==> config.mk <==
export PLATFORM = sky130hd
export DESIGN_NAME = fp_issue_wb_ctrl
export DESIGN_NICKNAME = d
export VERILOG_FILES = /design/src/rtl/fp_issue_wb_ctrl.sv
export SDC_FILE = /design/constraint.sdc
export NUM_CORES = 1
export LEC_CHECK = 0
export CELL_PAD_IN_SITES_DETAIL_PLACEMENT = 1
export CELL_PAD_IN_SITES_GLOBAL_PLACEMENT = 1
export CORE_MARGIN = 1.5
export CORE_UTILIZATION = 44
export DETAILED_ROUTE_END_ITERATION = 12
export PLACE_DENSITY = 0.76
export SETUP_SLACK_MARGIN = 0.15
export SLEW_MARGIN = 40
export SYNTH_ARGS = -nofsm -noshare
export SYNTH_HDL_FRONTEND = slang
export SYNTH_SLANG_ARGS = --single-unit
==> constraint.sdc <==
create_clock -name clk -period 4.8 [get_ports clk]
set_input_delay 0.48 -clock clk [delete_from_list [all_inputs] [get_ports clk]]
set_output_delay 0.48 -clock clk [all_outputs]
set_load 0.005 [all_outputs]
==> src/rtl/fp_issue_wb_ctrl.sv <==
// FP issue/writeback controller: issues add/mult instructions to the FP coprocessor,
// owns the FP register file and writes the coprocessor result back two cycles after accept.
`timescale 1ns/1ps
module fp_issue_wb_ctrl #(
    parameter int unsigned DATA_WIDTH = 16,
    parameter int unsigned STATUS_BIT = 8,
    parameter int unsigned REG_ADDR_W = 3
) (
    input  logic                  clk,
    input  logic                  rst,
    input  logic                  inst_valid_i,
    output logic                  inst_ready_o,
    input  logic                  inst_op_i,
    input  logic [REG_ADDR_W-1:0] inst_rs_i,
    input  logic [REG_ADDR_W-1:0] inst_rt_i,
    input  logic [REG_ADDR_W-1:0] inst_rd_i,
    input  logic [2:0]            inst_rnd_i,
    input  logic                  load_en_i,
    input  logic [REG_ADDR_W-1:0] load_addr_i,
    input  logic [DATA_WIDTH-1:0] load_data_i,
    input  logic [REG_ADDR_W-1:0] rd_addr_i,
    output logic [DATA_WIDTH-1:0] rd_data_o,
    output logic [DATA_WIDTH-1:0] cop_input1_o,
    output logic [DATA_WIDTH-1:0] cop_input2_o,
    output logic                  cop_op_o,
    output logic [2:0]            cop_rnd_o,
    input  logic [DATA_WIDTH-1:0] cop_data_i,
    input  logic [STATUS_BIT-1:0] cop_status_i,
    output logic                  done_o,
    output logic                  busy_o,
    input  logic                  clr_status_i,
    output logic [STATUS_BIT-1:0] status_sticky_o
);

    localparam int unsigned NumRegs = 1 << REG_ADDR_W;

    localparam logic [1:0] StIdle  = 2'd0;
    localparam logic [1:0] StIssue = 2'd1;
    localparam logic [1:0] StWb    = 2'd2;

    logic [1:0]            state_q, state_d;
    logic [DATA_WIDTH-1:0] rf_q [NumRegs];
    logic [DATA_WIDTH-1:0] rf_d [NumRegs];
    logic [DATA_WIDTH-1:0] op_a_q, op_a_d;
    logic [DATA_WIDTH-1:0] op_b_q, op_b_d;
    logic                  op_q, op_d;
    logic [2:0]            rnd_q, rnd_d;
    logic [REG_ADDR_W-1:0] rd_q, rd_d;
    logic [STATUS_BIT-1:0] sticky_q, sticky_d;

    logic accept;
    logic in_wb;

    assign accept = (state_q == StIdle) && inst_valid_i;
    assign in_wb  = (state_q == StWb);

    // Next-state logic for the issue FSM.
    always_comb begin
        state_d = state_q;
        case (state_q)
            StIdle:  if (inst_valid_i) state_d = StIssue;
            StIssue: state_d = StWb;
            StWb:    state_d = StIdle;
            default: state_d = StIdle;
        endcase
    end

    // Operand snapshot on accept; a same-cycle load to rs/rt is forwarded into the snapshot.
    always_comb begin
        op_a_d = op_a_q;
        op_b_d = op_b_q;
        op_d   = op_q;
        rnd_d  = rnd_q;
        rd_d   = rd_q;
        if (accept) begin
            op_a_d = (load_en_i && (load_addr_i == inst_rs_i)) ? load_data_i : rf_q[inst_rs_i];
            op_b_d = (load_en_i && (load_addr_i == inst_rt_i)) ? load_data_i : rf_q[inst_rt_i];
            op_d   = inst_op_i;
            rnd_d  = inst_rnd_i;
            rd_d   = inst_rd_i;
        end
    end

    // Register file update: loads always proceed, but a writeback to the same address wins
    // because it is applied last.
    always_comb begin
        rf_d = rf_q;
        if (load_en_i) begin
            rf_d[load_addr_i] = load_data_i;
        end
        if (in_wb) begin
            rf_d[rd_q] = cop_data_i;
        end
    end

    // Sticky status: clear first, then OR in the writeback status.
    always_comb begin
        sticky_d = clr_status_i ? '0 : sticky_q;
        if (in_wb) begin
            sticky_d = sticky_d | cop_status_i;
        end
    end

    // State registers with synchronous reset.
    always_ff @(posedge clk) begin
        if (rst) begin
            state_q  <= StIdle;
            op_a_q   <= '0;
            op_b_q   <= '0;
            op_q     <= 1'b0;
            rnd_q    <= '0;
            rd_q     <= '0;
            sticky_q <= '0;
            for (int i = 0; i < NumRegs; i++) begin
                rf_q[i] <= '0;
            end
        end else begin
            state_q  <= state_d;
            op_a_q   <= op_a_d;
            op_b_q   <= op_b_d;
            op_q     <= op_d;
            rnd_q    <= rnd_d;
            rd_q     <= rd_d;
            sticky_q <= sticky_d;
            rf_q     <= rf_d;
        end
    end

    assign inst_ready_o    = (state_q == StIdle);
    assign busy_o          = (state_q != StIdle);
    // Suppress the pulse if reset lands on the writeback cycle: that instruction is aborted.
    assign done_o          = in_wb && !rst;
    assign rd_data_o       = rf_q[rd_addr_i];
    assign cop_input1_o    = op_a_q;
    assign cop_input2_o    = op_b_q;
    assign cop_op_o        = op_q;
    assign cop_rnd_o       = rnd_q;
    assign status_sticky_o = sticky_q;

endmodule

### Word level (Yosys, flattened, before mapping)

Index checks and enable logic that the tools add are counted.

* output and inout bits: 63
* input port bits: 64
* flip-flop bits (word level): 177
* logic and storage cells: 65

* $lt $le $gt $ge: 7
* multiplexer cells: 23
* bitwise logic cells: 6
* equality and inequality tests: 5
* reductions and logical operators: 9

Operator list (number)
* bitwise mux 128 bit: 2
* two-way mux 128 bit: 2
* two-way mux 16 bit: 10
* binary-select mux 16 bit (select 3 bit): 3
* demux 16 bit (select 3 bit): 2
* >= comparator 4 bit (second input constant): 5
* NOT 3 -> 4 bit: 5
* two-way mux 8 bit: 2
* less-than comparator 4 x 1 -> 1 bit (second input constant): 2
* bitwise OR 8 bit: 1
* equality test 3 bit: 2
* logical AND 1 bit: 6
* case mux 2 bit (2 select lines): 1
* equality test 2 x 1 -> 1 bit (second input constant): 1
* equality test 2 bit (second input constant): 1
* zero test 2 bit: 1
* two-way mux 2 bit: 1
* inequality test 2 bit (second input constant): 1
* nonzero test 2 bit: 1
* zero test 1 bit: 1

### Logic depth before layout (Yosys ltp)

* depth in word-level cells: 9
* mapped depth: 9
* depth with buffers taken out: 6

### Worst setup path after synthesis

OpenSTA, ideal clock, no wires.

* path kind: input-to-output
* from: in rd_addr_i[0]
* to: out rd_data_o[0]
* required time: 4320 ps
* stages on the path: 4
* path slack: 2530 ps
* data arrival time: 1790 ps
* buffers on the path: 2
* cells stage by stage: clkbuf_1 buf_2 mux4_2 mux2_2

* word-level cells in the longest chain between the ends: 4

RTL lines
* start: declaration: RTL line 21 `input logic [REG_ADDR_W-1:0] rd_addr_i,`
* NOT 3 -> 4 bit (not written as such): RTL line 133 `assign rd_data_o = rf_q[rd_addr_i];`
* binary-select mux 16 bit (select 3 bit): RTL line 133
* two-way mux 16 bit (not written as such) (2 in series): RTL line 133
* end: declaration: RTL line 22 `output logic [DATA_WIDTH-1:0] rd_data_o,`

No other way between the ends. The select of a mux whose other input is x is not followed.

### Worst setup path after layout

* from: in rd_addr_i[0]
* to: out rd_data_o[13]

Same word-level chain as after synthesis.

==> results.ini <==
[clock_tree]
htree_levels = 4
clk_latency_ns = 0.44
cts_setup_buffers = 0
cts.repair.resized = 0
cts_root_buf = clkbuf_16
cts.path.max_buffers = 2
clk_pin_slew_ns = 0.07
cts_tree = built
cts_hold_buf = 0
cts_buffers = 17
cts_sinks = 177

[pwr]
power.density_nw_per_um2 = 279
peakVddDrop_uv = 183
p_leak_nw = 4.67
power_mw = 3.46

[logic_synthesis]
syn-cell-area_sq_um = 10400
synth_compound_area_share_pct = 13.4
synth_nets = 1024
synth_area_leaders = dfxtp_1, mux4_2, mux2i_1, a211oi_1, nor2_1
synth_fa_ha_area_share_pct = 0
synth_xor_xnor_area_share_pct = 0.503
synthMuxAreaShare_pct = 38.4
yosysTopAreaCell = dfxtp_1
synth_top_family_by_area = multiplexers
yosysSeqAreaShare_pct = 33.9
synth_top_area_share_pct = 33.9
ys_seq_elements = 177
synth-simple-area-share_pct = 8.42
postSynthAreaPerCell_sq_um = 10.9
synth_cells = 960
synth_warnings = 0
synth_top_flop_cell = dfxtp_1
synth_edf_count = 0
synthArstFlopShare_pct = 0
yosysUniqueCellTypes = 30

[job]
drv_cap = 0

[timing]
rsz0062_at_grt = false
fin_crit_sh_pct = 60.9
final-setup-viol-count = 0
fmax_mhz = 342
setup_tns_ns = 0
worst_slew_pin_slew_ns = 0.840
slew_violations = 0
layout_min_cycle_time_ns = 2.92
finClkSkew_ns = 0.0104
slew_headroom_pct = 43.8
final_hold_viol_count = 0

[drt]
vias = 8610
ant_nets = 0
drc = 0
wl_met2_um = 17100
wl_met1_um = 15200
top_layer = met4
wl_per_cell_um = 26.1
vias_per_cell = 6.41
drt-initial-drc-count = 705
dr.pass1.iters = 5
met3WireLength_um = 1970
drt-total-wl_um = 35100

[status]
outcome = finished clean

[worst_setup_path]
path_depth = 5
crit_end = rd_data_o[13]
regToRegStartpoint = state_q[1]
cp-startpoint = rd_addr_i[0]
critical_path.max_stage_delay_ns = 0.53
cp_num_buf_inv = 3
rrSetupSlack_ns = 2.48
crit_fanout = 21
rr_worst_depth = 5
crit_family = buffers and inverters
r2r-end = cop_input1_o[6]
cpMostUsedCell = buf_4
arrival_ns = 2.44
crit_chain = buf_4, buf_4, mux4_2, mux2_2, clkdlybuf4s50_1
required_ns = 4.32
setup.worst_path.start_class = input pin
crit_path_end_kind = output pin
critPathKind = input pin to output pin
cpMaxStageDelayCell = mux4_2

[worst_hold_path]
hold_path.class = flip-flop to flip-flop

[placement]
place_area_sq_um = 11800
dp_hpwl_um = 21700
place_inst = 1311
io_buffers = 126
place.gp.congestion = 0.794

[layout]
syn_to_final_growth_pct = 18.6
layout.nets = 1075
drive_gt1_share_pct = 19.0
utilization_pct = 53.0
fin_area_sq_um = 12400
fin_cells = 1344

[floorplan]
pin_count = 127
die_area_sq_um = 24700
die_h_um = 157
core_area_sq_um = 23400
die_w_um = 157
initial_core_util_pct = 44.6
rows = 56

[global_routing]
grt_max_degree = 86
grt_pass1_vias = 8918
antenna_found_initial = 1
track_usage_pct = 29.6
grt_overflow_total = 0
grt_pass1_wl_um = 54500

## synth_stat cells (3+ instances only)
cell	n
mux4_2	96
nand4b_1	3
xor2_1	6
buf_1	5
a211oi_1	128
mux2_2	16
nor2_1	173
buf_2	26
a22o_1	8
clkbuf_1	72
nand4_1	3
nand2_1	7
buf_4	7
a221o_1	32
mux2i_1	167
dfxtp_1	177
clkbuf_2	14
nor3b_1	4
## layout by cell type, fill, tap and decap left out, types with 3 or more instances in the layout
cell type / count
nand4b_1: 3
clkdlybuf4s50_1: 118
buf_2: 4
dfxtp_1: 177
nand2_1: 6
clkinv_2: 5
mux2i_1: 167
buf_4: 34
a221o_1: 32
a22o_1: 8
a211oi_1: 128
mux4_2: 96
nor2_1: 172
xor2_1: 6
nor3b_1: 3
inv_6: 3
mux2_2: 16
clkbuf_16: 17
nand4_1: 3
## report_power, final
group	total [mW]	switching (mW)	leakage, nW	internal [mW]
Combinational	0.488	0.255	2.95	0.232
Clock	1.41	0.624	0.284	0.782
Sequential	1.56	0.0471	1.43	1.51
Total	3.46	0.926	4.67	2.53
## routing by layer
metal / vias up / track usage, %
li1: 3782 / -
met1: 4457 / 39.2
met2: 309 / 49.4
met3: 62 / 4.87
met4: 0 / 9.88
met5: - / 0
## cell families (layout without fill, tap and decap cells)
family | Yosys count | in the layout
AND/OR/NAND/NOR | 200 | 200
buffers and inverters | 128 | 192
AO/OA/AOI/OAI | 170 | 170
multiplexers | 279 | 279
XOR/XNOR | 6 | 6
flip-flops | 177 | 177
other | 0 | 1
## registers in the layout, summed over array words and instances, names as in the netlist
signal and count:
cop_input1_o 16, cop_input2_o 16, status_sticky_o 8, cop_rnd_o 3, state_q 2, rd_q 3
rf_q 128, cop_op_o 1
## cell type report
cell class / count / area, sq um
Fill cell: 2505 / 11000
Multi-Input combinational cell: 655 / 6390
Sequential cell: 177 / 3540
Timing Repair Buffer: 157 / 1470
Clock buffer: 19 / 443
Tap cell: 319 / 399
Clock inverter: 13 / 135
Inverter: 3 / 11.3
Antenna cell: 1 / 2.50
## how the worst min path moves through the flow
stage          slack (ns)               start                 end  depth (start not counted)
6_report             0.48  status_sticky_o[0]  status_sticky_o[0]                          1
4_1_cts              0.48  status_sticky_o[1]  status_sticky_o[1]                          1
2_1_floorplan        0.47  status_sticky_o[0]  status_sticky_o[0]                          1
5_1_grt              0.50  status_sticky_o[6]  status_sticky_o[6]                          1
3_3_place_gp         0.46  status_sticky_o[6]  status_sticky_o[6]                          1
3_5_place_dp         0.46  status_sticky_o[1]  status_sticky_o[1]                          1
## stage by stage
step	setup WS, ns	hold WS [ns]
after floorplan	2.53	0.466
after global placement	1.61	0.459
after detailed placement	1.55	0.459
after CTS	1.54	0.482
after global routing	1.76	0.497
final	1.88	0.478
Note: power is estimated with default switching activity, not from simulation.
